**src/rtl/mem_bus_arbiter.sv**
```systemverilog
// Round-robin arbiter for the shared system memory port: grants one L1 requester,
// issues one burst command, counts data beats and pulses done at burst end.
module mem_bus_arbiter #(
    parameter int ADDR_WIDTH      = 32,
    parameter int DATA_WIDTH      = 32,
    parameter int READ_BURST_LEN  = 8,
    parameter int WRITE_BURST_LEN = 8
) (
    input  logic                  sys_clk,
    input  logic                  sys_rst,

    input  logic                  m0_req,
    input  logic [ADDR_WIDTH-1:0] m0_addr,
    output logic                  m0_gnt,
    output logic                  m0_rvalid,
    output logic [DATA_WIDTH-1:0] m0_rdata,
    output logic                  m0_done,

    input  logic                  m1_req,
    input  logic                  m1_we,
    input  logic [ADDR_WIDTH-1:0] m1_addr,
    input  logic [DATA_WIDTH-1:0] m1_wdata,
    output logic                  m1_wready,
    output logic                  m1_gnt,
    output logic                  m1_rvalid,
    output logic [DATA_WIDTH-1:0] m1_rdata,
    output logic                  m1_done,

    output logic                  mem_cmd_valid,
    input  logic                  mem_cmd_ready,
    output logic                  mem_cmd_we,
    output logic [ADDR_WIDTH-1:0] mem_cmd_addr,
    input  logic                  mem_rvalid,
    input  logic [DATA_WIDTH-1:0] mem_rdata,
    input  logic                  mem_wready,
    output logic [DATA_WIDTH-1:0] mem_wdata,
    output logic                  bus_busy
);

    localparam int MAX_LEN = (READ_BURST_LEN > WRITE_BURST_LEN) ? READ_BURST_LEN : WRITE_BURST_LEN;
    localparam int CW      = $clog2(MAX_LEN) + 1;
    localparam logic [CW-1:0] RD_LAST = CW'(READ_BURST_LEN - 1);
    localparam logic [CW-1:0] WR_LAST = CW'(WRITE_BURST_LEN - 1);

    typedef enum logic [2:0] {
        S_IDLE,
        S_CMD,
        S_RDATA,
        S_WDATA,
        S_DONE
    } state_t;

    state_t                state, state_nxt;
    logic                  owner, owner_nxt;
    logic                  last_owner, last_owner_nxt;
    logic                  we_q, we_nxt;
    logic [ADDR_WIDTH-1:0] addr_q, addr_nxt;
    logic [CW-1:0]         beat_cnt, beat_cnt_nxt;

    // NOTE: every register here is reset, so a burst cut by sys_rst leaves no stale owner or count behind.
    always_ff @(posedge sys_clk or posedge sys_rst) begin
        if (sys_rst) begin
            state      <= S_IDLE;
            owner      <= 1'b0;
            last_owner <= 1'b0;
            we_q       <= 1'b0;
            addr_q     <= '0;
            beat_cnt   <= '0;
        end else begin
            // NOTE: non-blocking so all registers update together from pre-edge values.
            state      <= state_nxt;
            owner      <= owner_nxt;
            last_owner <= last_owner_nxt;
            we_q       <= we_nxt;
            addr_q     <= addr_nxt;
            beat_cnt   <= beat_cnt_nxt;
        end
    end

    always_comb begin
        // NOTE: hold-by-default assignments first keep this block free of inferred latches.
        state_nxt      = state;
        owner_nxt      = owner;
        last_owner_nxt = last_owner;
        we_nxt         = we_q;
        addr_nxt       = addr_q;
        beat_cnt_nxt   = beat_cnt;

        case (state)
            S_IDLE: begin
                if (m0_req || m1_req) begin
                    // On a tie, the requester that did not own the previous burst wins.
                    owner_nxt = (m0_req && m1_req) ? ~last_owner : m1_req;
                    addr_nxt  = owner_nxt ? m1_addr : m0_addr;
                    we_nxt    = owner_nxt & m1_we;
                    state_nxt = S_CMD;
                end
            end
            S_CMD: begin
                if (mem_cmd_ready) begin
                    beat_cnt_nxt = '0;
                    state_nxt    = we_q ? S_WDATA : S_RDATA;
                end
            end
            S_RDATA: begin
                if (mem_rvalid) begin
                    if (beat_cnt == RD_LAST) state_nxt = S_DONE;
                    else                     beat_cnt_nxt = beat_cnt + CW'(1);
                end
            end
            S_WDATA: begin
                if (mem_wready) begin
                    if (beat_cnt == WR_LAST) state_nxt = S_DONE;
                    else                     beat_cnt_nxt = beat_cnt + CW'(1);
                end
            end
            S_DONE: begin
                last_owner_nxt = owner;
                state_nxt      = S_IDLE;
            end
            default: state_nxt = S_IDLE;
        endcase
    end

    assign bus_busy      = (state != S_IDLE);
    assign m0_gnt        = bus_busy && !owner;
    assign m1_gnt        = bus_busy &&  owner;
    assign mem_cmd_valid = (state == S_CMD);
    assign mem_cmd_we    = we_q;
    assign mem_cmd_addr  = addr_q;

    // Beat strobes are combinational from the memory side, qualified by state and owner.
    assign m0_rvalid = (state == S_RDATA) && !owner && mem_rvalid;
    assign m1_rvalid = (state == S_RDATA) &&  owner && mem_rvalid;
    assign m1_wready = (state == S_WDATA) && mem_wready;
    assign m0_done   = (state == S_DONE) && !owner;
    assign m1_done   = (state == S_DONE) &&  owner;

    assign m0_rdata  = mem_rdata;
    assign m1_rdata  = mem_rdata;
    assign mem_wdata = m1_wdata;

endmodule
```
**config.mk**
```make
export PLATFORM = sky130hd
export DESIGN_NAME = mem_bus_arbiter
export DESIGN_NICKNAME = d
export VERILOG_FILES = /design/src/rtl/mem_bus_arbiter.sv
export SDC_FILE = /design/constraint.sdc
export NUM_CORES = 1
export LEC_CHECK = 0
export CORE_AREA = 2 2 106 108
export DETAILED_ROUTE_END_ITERATION = 16
export DIE_AREA = 0 0 108 110
export GPL_TIMING_DRIVEN = 0
export PLACE_DENSITY = 0.72
export SLEW_MARGIN = 25
export SYNTH_ARGS = -nofsm -noshare
export SYNTH_HDL_FRONTEND = slang
export SYNTH_SLANG_ARGS = --single-unit
```
**constraint.sdc**
```tcl
create_clock -name sys_clk -period 1.9 [get_ports sys_clk]
set_input_delay 0.475 -clock sys_clk [delete_from_list [all_inputs] [get_ports sys_clk]]
set_output_delay 0.475 -clock sys_clk [all_outputs]
set_load 0.05 [all_outputs]
```
======== Word level (Yosys, flattened, before mapping) ========
Cells that the tools add are included.
word-level totals
  bits in registers ....................... 42
  bits of input ports ..................... 136
  output and inout port bits .............. 138
  word-level logic and storage cells ...... 50
cells by class
  add/sub/neg operators ................... 1
  equality and inequality tests ........... 9
  muxes and demuxes ....................... 14
  bitwise logic cells ..................... 2
  reductions and logical operators ........ 18
operators with widths
  cell                 number
  $mux 32              1
  $mux 4               4
  $mux 3               5
  $pmux 3 s4           1
  $pmux 4 s3           1
  $logic_and 1x1->1    10
  $reduce_and 4->1     2
  $eq 3x2->1 const B   2
  $ne 2x2->1 const B   3
  $reduce_bool 3->1    2
  $add 4x1->4 const B  1
  $eq 4x3->1 const B   1
  $eq 3x1->1 const B   1
  $eq 3x3->1 const B   1
  $logic_not 3->1      1
  $mux 1               2
  $ne 2x1->1 const B   1
  $reduce_and 2->1     1
  $and 1x1->1          1
  $logic_not 1->1      1
  $logic_or 1x1->1     1
  $not 1->1            1

======== Longest topological paths before layout ========
  depth after elaboration ................. 4
  mapped depth ............................ 6
  mapped depth without buffers ............ 5

======== Worst setup path after synthesis ========
OpenSTA, ideal clock, no wires.
  kind .................................... register to output
  start ................................... reg state[2]
  end ..................................... out m0_rvalid
  arrival ................................. 2337 ps
  data required time ...................... 1425 ps
  slack ................................... -912 ps
  stages on the path, launching flop included .. 4
  buffers on the path ..................... 1
  cells stage by stage .................... dfrtp_1 -> buf_6 -> nand2b_1 -> nor4b_1
on the way
  cells in the longest elaborated chain, start to end .. 3
RTL lines
  item                             RTL line  text
  start: declaration               53        state_t state, state_nxt;
  start signal: assignment         71        state <= state_nxt;
  $eq 3x2->1                       133       assign m0_rvalid = (state == S_RDATA) && !owner && mem_rvalid;
  $logic_and 1x1->1 (2 in series)  133
  end: declaration                 15        output logic m0_rvalid,
No other way between the ends.

======== Final worst setup path ========
Ends and elaborated chain as after synthesis.

==> impl_results.md <==
* Outcome: complete, no violations
* Sequential power share at 22.2%
* Crit path DAT at 1420 ps
* Final setup viols at 0
* H-tree depth at 2
* Die Ht at 110 µm
* Startpoint Class: register
* Root Driver: clkbuf_8
* Reg clk slew, reported paths at 70 ps
* Measured slew at the worst slew-check pin at 544 ps
* Async S/R FF share, synth at 100%
* Utilization after layout at 49.1%
* Max IR drop VDD at 0.779 mV
* CTS Buf Count at 5
* Seq/Total Area, Yosys at 37.5%
* Synth top area share at 37.5%
* CTS tree: done
* Max Slew Vio Count at 0
* Initial antenna violation count at 0
* Max_slew headroom at 63.6%
* RSZ-0062 raised after global routing: true
* Count leader, synth: buf_4
* Area leader, netlist: dfrtp_1
* Antenna violation net count after detailed routing at 0
* Later-pin clock latency in the skew report at 290 ps
* Post-DP HPWL at 7.15 mm
* Lkg Pwr at 0.00242 µW
* Max Root-Sink Buffers at 2
* GR Util All Layers at 13.4%
* Antenna Cells at 0
* Ys flop type: dfrtp_1
* Synth cell types at 33
* Comb power frac at 67.6%
* DR vias at 2763
* Number of global-route vias before repair at 2756
* Die W at 108 µm
* Post-synth top cells: buf_4 (97), dfrtp_1 (42), nor2_1 (40)
* Yosys warning count at 0
* Period utilization at 99.6%
* Internal power at 3290 µW
* Sink Count at 42
* Nets@finish at 658
* Synth Net Count at 435
* # port buffers at 209
* Initial Util at 26.2%
* Std cell rows at 38
* Residual DRC at 0
* Routability congestion estimate from global placement at 0.701
* Area of the die at 11900 µm²
* Total of max-cap violations at 0
* Period minus WS final at 1890 ps
* Synth-to-layout area growth at 87.5%
* Fmax at 0.528 GHz
* Switching share of power at 52.4%
* Largest net degree at the start of global routing at 23
* Critical Path RT at 1420 ps
* Register bit total from synthesis at 42
* Number of synthesized flops with an enable pin at 0
* Syn Inst Count at 298
* WL final at 8.70 mm
* Final Hold Viols at 0
* Crit end category: primary output
* Largest cells by area after synthesis: dfrtp_1 (38%), buf_4 (26%), mux2i_1 (12%)
* FF-to-FF setup slack at 60 ps
* DP Cell Count at 648
* First-pass iteration count of the detailed router at 4
* Pre-CTS setup slack at -602 ps
* Layout Skew at 12.3 ps
* Global route total overflow at 0
* Per-cell routed wire length at 13.1 µm
* Crit Path Category: register to primary output
* Syn Std Cell Area at 2800 µm²
* IO Count at 274
* Core box area at 10700 µm²
* Routed vias/inst at 4.17
* Layout cells sized above 1 at 27.6%
* Worst-path fanout max at 8
* Clock Power Share at 10.2%
* DRT iter0 DRCs at 25
* Post-Layout Cell Count at 662
* First-pass GRT wire length at 12.8 mm
* Psw at 3610 µW
* CTS Hold Buffers Added at 0
* Worst min path class: register to register
* Synth Area per Inst at 9.40 µm²
* Final worst slack at 7.14 ps
* Pwr dens at 1310 nW/µm²
[metrics by stage]
step	hold WS (ps)	TNS, ps	area, µm²	total power [µW]
after floorplan	450	-230	2810	4750
after global placement	458	-31590	5080	6260
after detailed placement	469	-11180	5110	6330
after CTS	487	0	5200	6860
after global routing	509	-68.2	5250	7300
final	483	0	5250	6900
[logic make-up after synthesis]
group | share of synthesized area (%)
AO/OA/AOI/OAI | 8.31
flip-flops | 37.5
AND/OR/NAND/NOR | 10.5
multiplexers | 13.9
adder cells (fa/ha/maj) | 0.447
buffers and inverters | 29.3
[timing repair]
item / CTS / global route
pin swaps: 2 / 2
buffers inserted: 4 / 2
cloned: 0 / 0
setup endpoints to repair: 42 / 32
gates resized for setup: 91 / 15
[sequential cells by signal, indices dropped and copies added, names as in the netlist]
name / count
beat_cnt: 4
last_owner: 1
mem_cmd_addr: 32
mem_cmd_we: 1
owner: 1
state: 3
[routing by layer]
layer	GRT usage (%)	part of all wire [%]
met1	13.9	34
met2	26.0	53
met3	4.70	12
met4	2.66	1.0
met5	0	0
[cell type report]
| cell class | count | area (µm²) |
|---|---|---|
| clock buffers | 7 | 76.3 |
| inverters | 4 | 15.0 |
| plain buffers | 110 | 816 |
| repair buffers | 216 | 2110 |
| well taps | 140 | 175 |
| flip-flops and latches | 42 | 1050 |
| fillers | 1002 | 5440 |
| clock inverters | 1 | 30.0 |
| multi-input cells | 142 | 976 |
[cells in the final DEF, fill, tap and decap left out, types with 7 or more instances in the layout]
cell and instances:
clkdlybuf4s50_1 167, buf_4 106, dfrtp_1 42, nor2_1 39, mux2i_1 34, dlygate4sd2_1 33
a21oi_1 32, buf_2 9, buf_6 7
[final timing paths]
path	from	end	cells past startpoint
min	last_owner	last_owner	1
max reg2reg	state[2]	state[1]	6
max	state[2]	m0_rvalid	4
max in group asynchronous	sys_rst	last_owner	3
min reg2reg	last_owner	last_owner	1
min in group asynchronous	sys_rst	mem_cmd_addr[31]	2
[power by group through the flow]
stage	Combinational, µW	Clock, µW	Sequential (µW)
6_report	4660	706	1530
2_1_floorplan	2020	0	2740
5_1_grt	4960	756	1590
3_3_place_gp	4710	0	1550
3_5_place_dp	4760	0	1570
4_1_cts	4600	729	1540
[worst max-delay path, cell delays in order, from the launching register on]
cell and delay (ps):
dfrtp_1 380, buf_6 140, nand2b_4 160, nor4b_2 220
buf_4 240
(Power assumes the default switching activity.)
